==> config.mk <==
export PLATFORM = sky130hd
export DESIGN_NAME = regfile_write_arbiter
export DESIGN_NICKNAME = d
export VERILOG_FILES = /design/src/rtl/regfile_write_arbiter.sv
export SDC_FILE = /design/constraint.sdc
export NUM_CORES = 1
export LEC_CHECK = 0
export ABC_AREA = 1
export CAP_MARGIN = 15
export CORE_MARGIN = 2
export CORE_UTILIZATION = 40
export CTS_CLUSTER_DIAMETER = 40
export DETAILED_ROUTE_END_ITERATION = 7
export GPL_ROUTABILITY_DRIVEN = 0
export MAX_ROUTING_LAYER = met4
export PLACE_DENSITY = 0.67
export SYNTH_ARGS = -nofsm -noshare
export SYNTH_HDL_FRONTEND = slang
export SYNTH_SLANG_ARGS = --single-unit
==> constraint.sdc <==
create_clock -name clock -period 10.6 [get_ports clock]
set_input_delay 3.18 -clock clock [delete_from_list [all_inputs] [get_ports clock]]
set_output_delay 3.18 -clock clock [all_outputs]
set_load 0.1 [all_outputs]
==> src/rtl/regfile_write_arbiter.sv <==
// Register-file write-port arbiter: pipeline writeback has the port, auxiliary results queue up and drain into idle cycles.
// Build option: define REGFILE_ARB_STARVE_GUARD_EN to force a queued result out after STARVE_LIMIT blocked cycles.
module regfile_write_arbiter #(
   parameter int FIFO_DEPTH   = 2,
   parameter int STARVE_LIMIT = 4
) (
   input  logic                                clock,
   input  logic                                reset,
   input  logic                                pipeValid,
   input  logic                                pipeEnable,
   input  logic [4:0]                          pipeAddress,
   input  logic [31:0]                         pipeData,
   input  logic                                auxValid,
   output logic                                auxReady,
   input  logic [4:0]                          auxAddress,
   input  logic [31:0]                         auxData,
   output logic                                pipeStall,
   output logic                                destinationEnable,
   output logic [4:0]                          writeAddress,
   output logic [31:0]                         writeData,
   output logic [$clog2(FIFO_DEPTH+1)-1:0]     pendingCount
);

   localparam int CW = $clog2(FIFO_DEPTH + 1);

   if (FIFO_DEPTH < 1 || STARVE_LIMIT < 1) begin : g_bad_param
      $error("regfile_write_arbiter: FIFO_DEPTH and STARVE_LIMIT must both be >= 1");
   end

   // Queue is kept compacted: slot 0 is always the head, slots below r_count are live.
   logic [4:0]           r_addr [FIFO_DEPTH];
   logic [31:0]          r_data [FIFO_DEPTH];
   logic [CW-1:0]        r_count;

   logic                 w_pipe_write;
   logic                 w_q_avail;
   logic                 w_force;
   logic                 w_pipe_grant;
   logic                 w_pop;
   logic                 w_accept;
   logic                 w_store;
   logic [FIFO_DEPTH-1:0] w_live;
   logic [FIFO_DEPTH-1:0] w_squash;
   logic [FIFO_DEPTH-1:0] w_keep;
   logic [4:0]           w_n_addr [FIFO_DEPTH];
   logic [31:0]          w_n_data [FIFO_DEPTH];
   logic [CW-1:0]        w_n_count;

   assign w_pipe_write = pipeValid && pipeEnable && (pipeAddress != 5'd0);
   // A reset cycle must not drain a queued entry onto the port.
   assign w_q_avail    = (r_count != '0) && !reset;
   assign w_pipe_grant = w_pipe_write && !w_force;
   assign w_pop        = w_q_avail && (w_force || !w_pipe_write);

   assign auxReady     = (r_count < CW'(FIFO_DEPTH));
   assign w_accept     = auxValid && auxReady;
   assign w_store      = w_accept && (auxAddress != 5'd0);
   assign pendingCount = r_count;

   genvar gi;
   for (gi = 0; gi < FIFO_DEPTH; gi++) begin : g_slot
      assign w_live[gi]   = (CW'(gi) < r_count);
      assign w_squash[gi] = w_pipe_grant && w_live[gi] && (r_addr[gi] == pipeAddress);
      if (gi == 0) begin : g_head
         assign w_keep[gi] = w_live[gi] && !w_squash[gi] && !w_pop;
      end else begin : g_body
         assign w_keep[gi] = w_live[gi] && !w_squash[gi];
      end
   end

   always_comb begin
      destinationEnable = 1'b0;
      writeAddress      = 5'd0;
      writeData         = 32'd0;
      if (w_pipe_grant) begin
         destinationEnable = 1'b1;
         writeAddress      = pipeAddress;
         writeData         = pipeData;
      end else if (w_pop) begin
         destinationEnable = 1'b1;
         writeAddress      = r_addr[0];
         writeData         = r_data[0];
      end
   end

   // Survivors slide down in age order; the new entry lands just above them.
   always_comb begin : compact
      logic [CW-1:0] rank;
      rank = '0;
      for (int j = 0; j < FIFO_DEPTH; j++) begin
         w_n_addr[j] = r_addr[j];
         w_n_data[j] = r_data[j];
      end
      for (int i = 0; i < FIFO_DEPTH; i++) begin
         for (int j = 0; j < FIFO_DEPTH; j++) begin
            if (w_keep[i] && rank == CW'(j)) begin
               w_n_addr[j] = r_addr[i];
               w_n_data[j] = r_data[i];
            end
         end
         rank = rank + CW'(w_keep[i]);
      end
      for (int j = 0; j < FIFO_DEPTH; j++) begin
         if (w_store && rank == CW'(j)) begin
            w_n_addr[j] = auxAddress;
            w_n_data[j] = auxData;
         end
      end
      w_n_count = rank + CW'(w_store);
   end

   always_ff @(posedge clock) begin
      if (reset) begin
         r_count <= '0;
      end else begin
         r_count <= w_n_count;
      end
      for (int i = 0; i < FIFO_DEPTH; i++) begin
         r_addr[i] <= w_n_addr[i];
         r_data[i] <= w_n_data[i];
      end
   end

`ifdef REGFILE_ARB_STARVE_GUARD_EN
   localparam int SW = $clog2(STARVE_LIMIT + 1);

   logic [SW-1:0] r_starve;

   assign w_force   = w_q_avail && (r_starve == SW'(STARVE_LIMIT));
   assign pipeStall = w_force && w_pipe_write;

   always_ff @(posedge clock) begin
      if (reset) begin
         r_starve <= '0;
      end else if (r_count == '0 || w_pop || w_squash[0]) begin
         r_starve <= '0;
      end else if (r_starve != SW'(STARVE_LIMIT)) begin
         r_starve <= r_starve + SW'(1);
      end
   end
`else
   assign w_force   = 1'b0;
   assign pipeStall = 1'b0;
`endif

endmodule

### After elaboration in Yosys (flattened, before gate mapping)

Memories as Yosys holds them, arrays and structs flattened.
Cells that the tools add are included.

* $add $sub $neg: 2
* multipliers: 0
* divide/modulo/power cells: 0
* order comparisons: 3
* equality and inequality tests: 3
* shifts and indexed selects: 0
* mux-type cells: 12
* bitwise operators: 0
* reductions and logical operators: 26

Operators with widths (number)
* $mux 32: 5
* $mux 5: 5
* $logic_and 1x1->1: 16
* $eq 5x5->1: 2
* $reduce_bool 5->1: 2
* $logic_not 1->1: 5
* $logic_not 2->1: 2
* $lt 1x2->1 const A: 2
* $add 1x1->2: 1
* $add 2x1->2: 1
* $eq 2x1->1 const B: 1
* $lt 2x2->1 const B: 1
* $mux 1: 2
* $reduce_bool 2->1: 1

* register bits after elaboration: 2
* latch bits: 0
* memory bits (writable): 74
* ROM bits: 0
* input bits: 79
* output and inout bits: 42
* logic and storage cells: 49
* memories: 2

Memory list
* r_data: words 2, bits a word 32, rd ports 2, clocked after Yosys merged registers in 0, write ports 2, RTL line 32 `logic [31:0] r_data [FIFO_DEPTH];`
* r_addr: words 2, bits a word 5, rd ports 2, clocked after Yosys merged registers in 0, write ports 2, RTL line 31 `logic [4:0] r_addr [FIFO_DEPTH];`

### Longest topological paths before layout

* word-level depth: 11
* mapped depth: 12
* mapped depth without buffers: 10

### Least setup slack after synthesis

OpenSTA, ideal clock, no wires.

* path type: input -> output
* start point: input port reset
* end point: output port destinationEnable
* arrival time: 5293 ps
* data required time: 7420 ps
* path slack: 2127 ps
* stages on the path: 1
* buffers on the path: 0
* cells stage by stage: o21ai_0

* word-level cells in the longest chain between the ends: 5

Ends and longest elaborated chain
* start: declaration: RTL line 8 `input logic reset,`
* $logic_not 1->1: RTL line 51 `assign w_q_avail = (r_count != '0) && !reset;`
* $logic_and 1x1->1: RTL line 51
* $logic_and 1x1->1: RTL line 53 `assign w_pop = w_q_avail && (w_force || !w_pipe_write);`
* $mux 1: RTL line 79 `end else if (w_pop) begin`
* $mux 1: RTL line 75 `if (w_pipe_grant) begin`
* end: declaration: RTL line 18 `output logic destinationEnable,`

No other way between the ends.

### Worst setup path after layout

* start point: input port pipeAddress[0]
* end point: output port destinationEnable

* word-level cells in the longest chain between the ends: 6

Ends and longest elaborated chain
* start: declaration: RTL line 11 `input logic [4:0] pipeAddress,`
* $reduce_bool 5->1 *: RTL line 49 `assign w_pipe_write = pipeValid && pipeEnable && (pipeAddress != 5'd0);`
* $logic_and 1x1->1 *: RTL line 49
* $logic_not 1->1: RTL line 53
* $logic_and 1x1->1: RTL line 53
* $mux 1: RTL line 79
* $mux 1 *: RTL line 75

Every way passes the cells marked *; elsewhere a longest branch is shown, timed or not.

==> impl_metrics.yaml <==
run_status:
  status: "complete, no violations"
sta:
  setup_tns_ps: 0
  fin_crit_sh: 0.8992
  slew_headroom: 0.2738
  max_freq_ghz: 0.1049
  tightest_slew_ps: 1087
  setup_viol: 0
  drv_slew: 0
  grt_setup_unrepaired: "false"
  fin_ws_ps: 1068
  finClkSkew_ps: 11.61
  hold_viol: 0
  period_needed_ps: 9532
clock_network:
  postCtsSetupBuffers: 0
  cts_resized: 0
  clockBufferDepth: 2
  path_clk_slew_ps: 70
  cts.hold.buffers_added: 0
  htreeDepth: 3
  insertion_delay_ps: 340
  clockRootBuffer: "clkbuf_8"
  cts_tree: "built"
  clock-sinks: 76
  cts_buffers: 9
power_and_ir_drop:
  peakVddDrop_uv: 151.8
  power_density_nw_per_um2: 267.3
  total_power_uw: 1386
  power_leakage_uw: 0.002224
cells_and_area:
  mostFrequentLayoutCell: "nand2_1"
  layout.cells.non_filler: 623
  final_cell_mix: "nand2_1, clkdlybuf4s50_1, edfxtp_1"
  final_nets: 573
  diodes: 0
  drive_gt1_frac: 0.1599
  syn2layout_area_growth_pct: 36.04
  final_util: 0.5613
place:
  io_buffers: 119
  place_hpwl_mm: 5.535
  dp_cells: 608
  dp_worst_setup_slack_ps: 1041
floorplanning:
  die_h_um: 101.6
  core_um2: 9240
  io-pin-count: 121
  dieArea_um2: 10330
  die_x_um: 101.6
  rows: 35
  start_util: 0.4126
synth:
  postSynthAreaPerCell_um2: 10.01
  synth.top_cell.area_share: 0.5829
  synthesis.nets: 464
  ys_ff_latch: 76
  ys_warn_count: 0
  ys_types: 27
  ys_seq_area_frac: 0.5934
  syn_inst: 381
  synth_top_cell_by_area: "edfxtp_1"
  synthTopCellsByArea: "edfxtp_1, nand3_1, nand2_1"
  netlist_area_um2: 3812
global_routing:
  grt_pass1_wl_mm: 12.72
  use_met3: 0.03934
  grt.busiest_layer: "met2"
  grt_max_degree: 76
  grt_usage: 0.1651
  antenna_found_initial: 0
  grt_pass1_vias: 2728
  grt_use_met2: 0.2692
  grt_overflow: 0
  grtUsageMet1: 0.1988
setup_path:
  critPathLaunchType: "input port"
  endpoint_kind: "output pin"
  cp.required_ps: 7420
  crit_path_frequent_cell: "clkdlybuf4s50_1"
  path_max_fanout: 43
  critPathMaxStageDelay_ps: 1000
  arrival_ps: 6350
  crit_chain: "clkdlybuf4s50_1 -> nor2_1 -> nand3_2 -> nand2_4 -> o21ai_0 -> clkdlybuf4s50_1"
  slowest_stage: "clkdlybuf4s50_1"
  worstSetupPathType: "in2out"
drt:
  drc_errors: 0
  ant_nets: 0
  via_count: 2892
  via_per_inst: 4.642
  routedWlPerCell_um: 12.98
  firstDrtPassIters: 4
  first_iter_violations: 126
  totalWireLength_mm: 8.088
worst_hold_path:
  hp-class: "reg2reg"
run:
  drv_cap: 0
cells in the mapped netlist (all sizes together):
| cell | instances |
|---|---|
| o22ai | 4 |
| xor2 | 1 |
| a21oi | 1 |
| conb | 1 |
| dfxtp | 2 |
| ha | 3 |
| inv | 51 |
| xnor2 | 5 |
| buf | 18 |
| nand3 | 69 |
| nor2 | 15 |
| fa | 1 |
| o21ai | 40 |
| nand4 | 1 |
| nand2 | 91 |
| clkbuf | 4 |
| edfxtp | 74 |
power breakdown:
group	internal, uW	total, uW	switching, uW
Sequential	484	515	31.1
Combinational	142	592	451
Clock	177	279	102
Total	803	1390	584
state kept, by name, indices dropped and copies added (netlist names):
name / flops
r_data: 64
r_addr: 10
pendingCount: 2
per-stage QoR:
stage          area [um2]  hold WS (ps)
6_report             5186         528.7
3_3_place_gp         4935         504.1
3_5_place_dp         4935         511.3
5_1_grt              5186         553.6
2_1_floorplan        3812         500.0
4_1_cts              5186         530.3
layer usage:
metal  vias to the layer above  share of wire
met3                        11          0.062
met1                      1307           0.46
met5                         -              0
met4                         0          0.014
met2                        85           0.47
li1                       1489              -
final timing paths:
| check | from | to | slack (ps) | cells past startpoint |
|---|---|---|---|---|
| worst max register to register | pendingCount[1] | r_data[0][30] | 6690 | 7 |
| worst min register to register | r_data[0][60] | r_data[0][28] | 530 | 2 |
| worst min-delay path | r_data[0][60] | r_data[0][28] | 530 | 2 |
| worst max-delay path | pipeAddress[0] | destinationEnable | 1070 | 6 |
worst max-delay path: cells and delay by family:
family / cells / cell delay (ps)
compound gates: 1 / 170
simple gates: 3 / 1510
buf+inv: 2 / 1480
area by class of cell:
class	instances	area, um2
fillers	837	4054
flip-flops and latches	76	2262
multi-input cells	232	1214
repair buffers	120	1106
inverters	51	191.4
well taps	129	161.4
clock inverters	6	127.6
clock buffers	9	123.9
logic make-up (layout without fill, tap and decap cells):
logic type | after synthesis | count (layout) | share of synthesized area
other | 1 | 1 | 0.0009836
AO/OA/AOI/OAI | 45 | 45 | 0.08008
adder cells (fa/ha/maj) | 4 | 4 | 0.01510
AND/OR/NAND/NOR | 176 | 176 | 0.2025
XOR/XNOR | 6 | 6 | 0.01378
buffers and inverters | 73 | 186 | 0.09419
flip-flops | 76 | 76 | 0.5934
(Power assumes the default switching activity.)
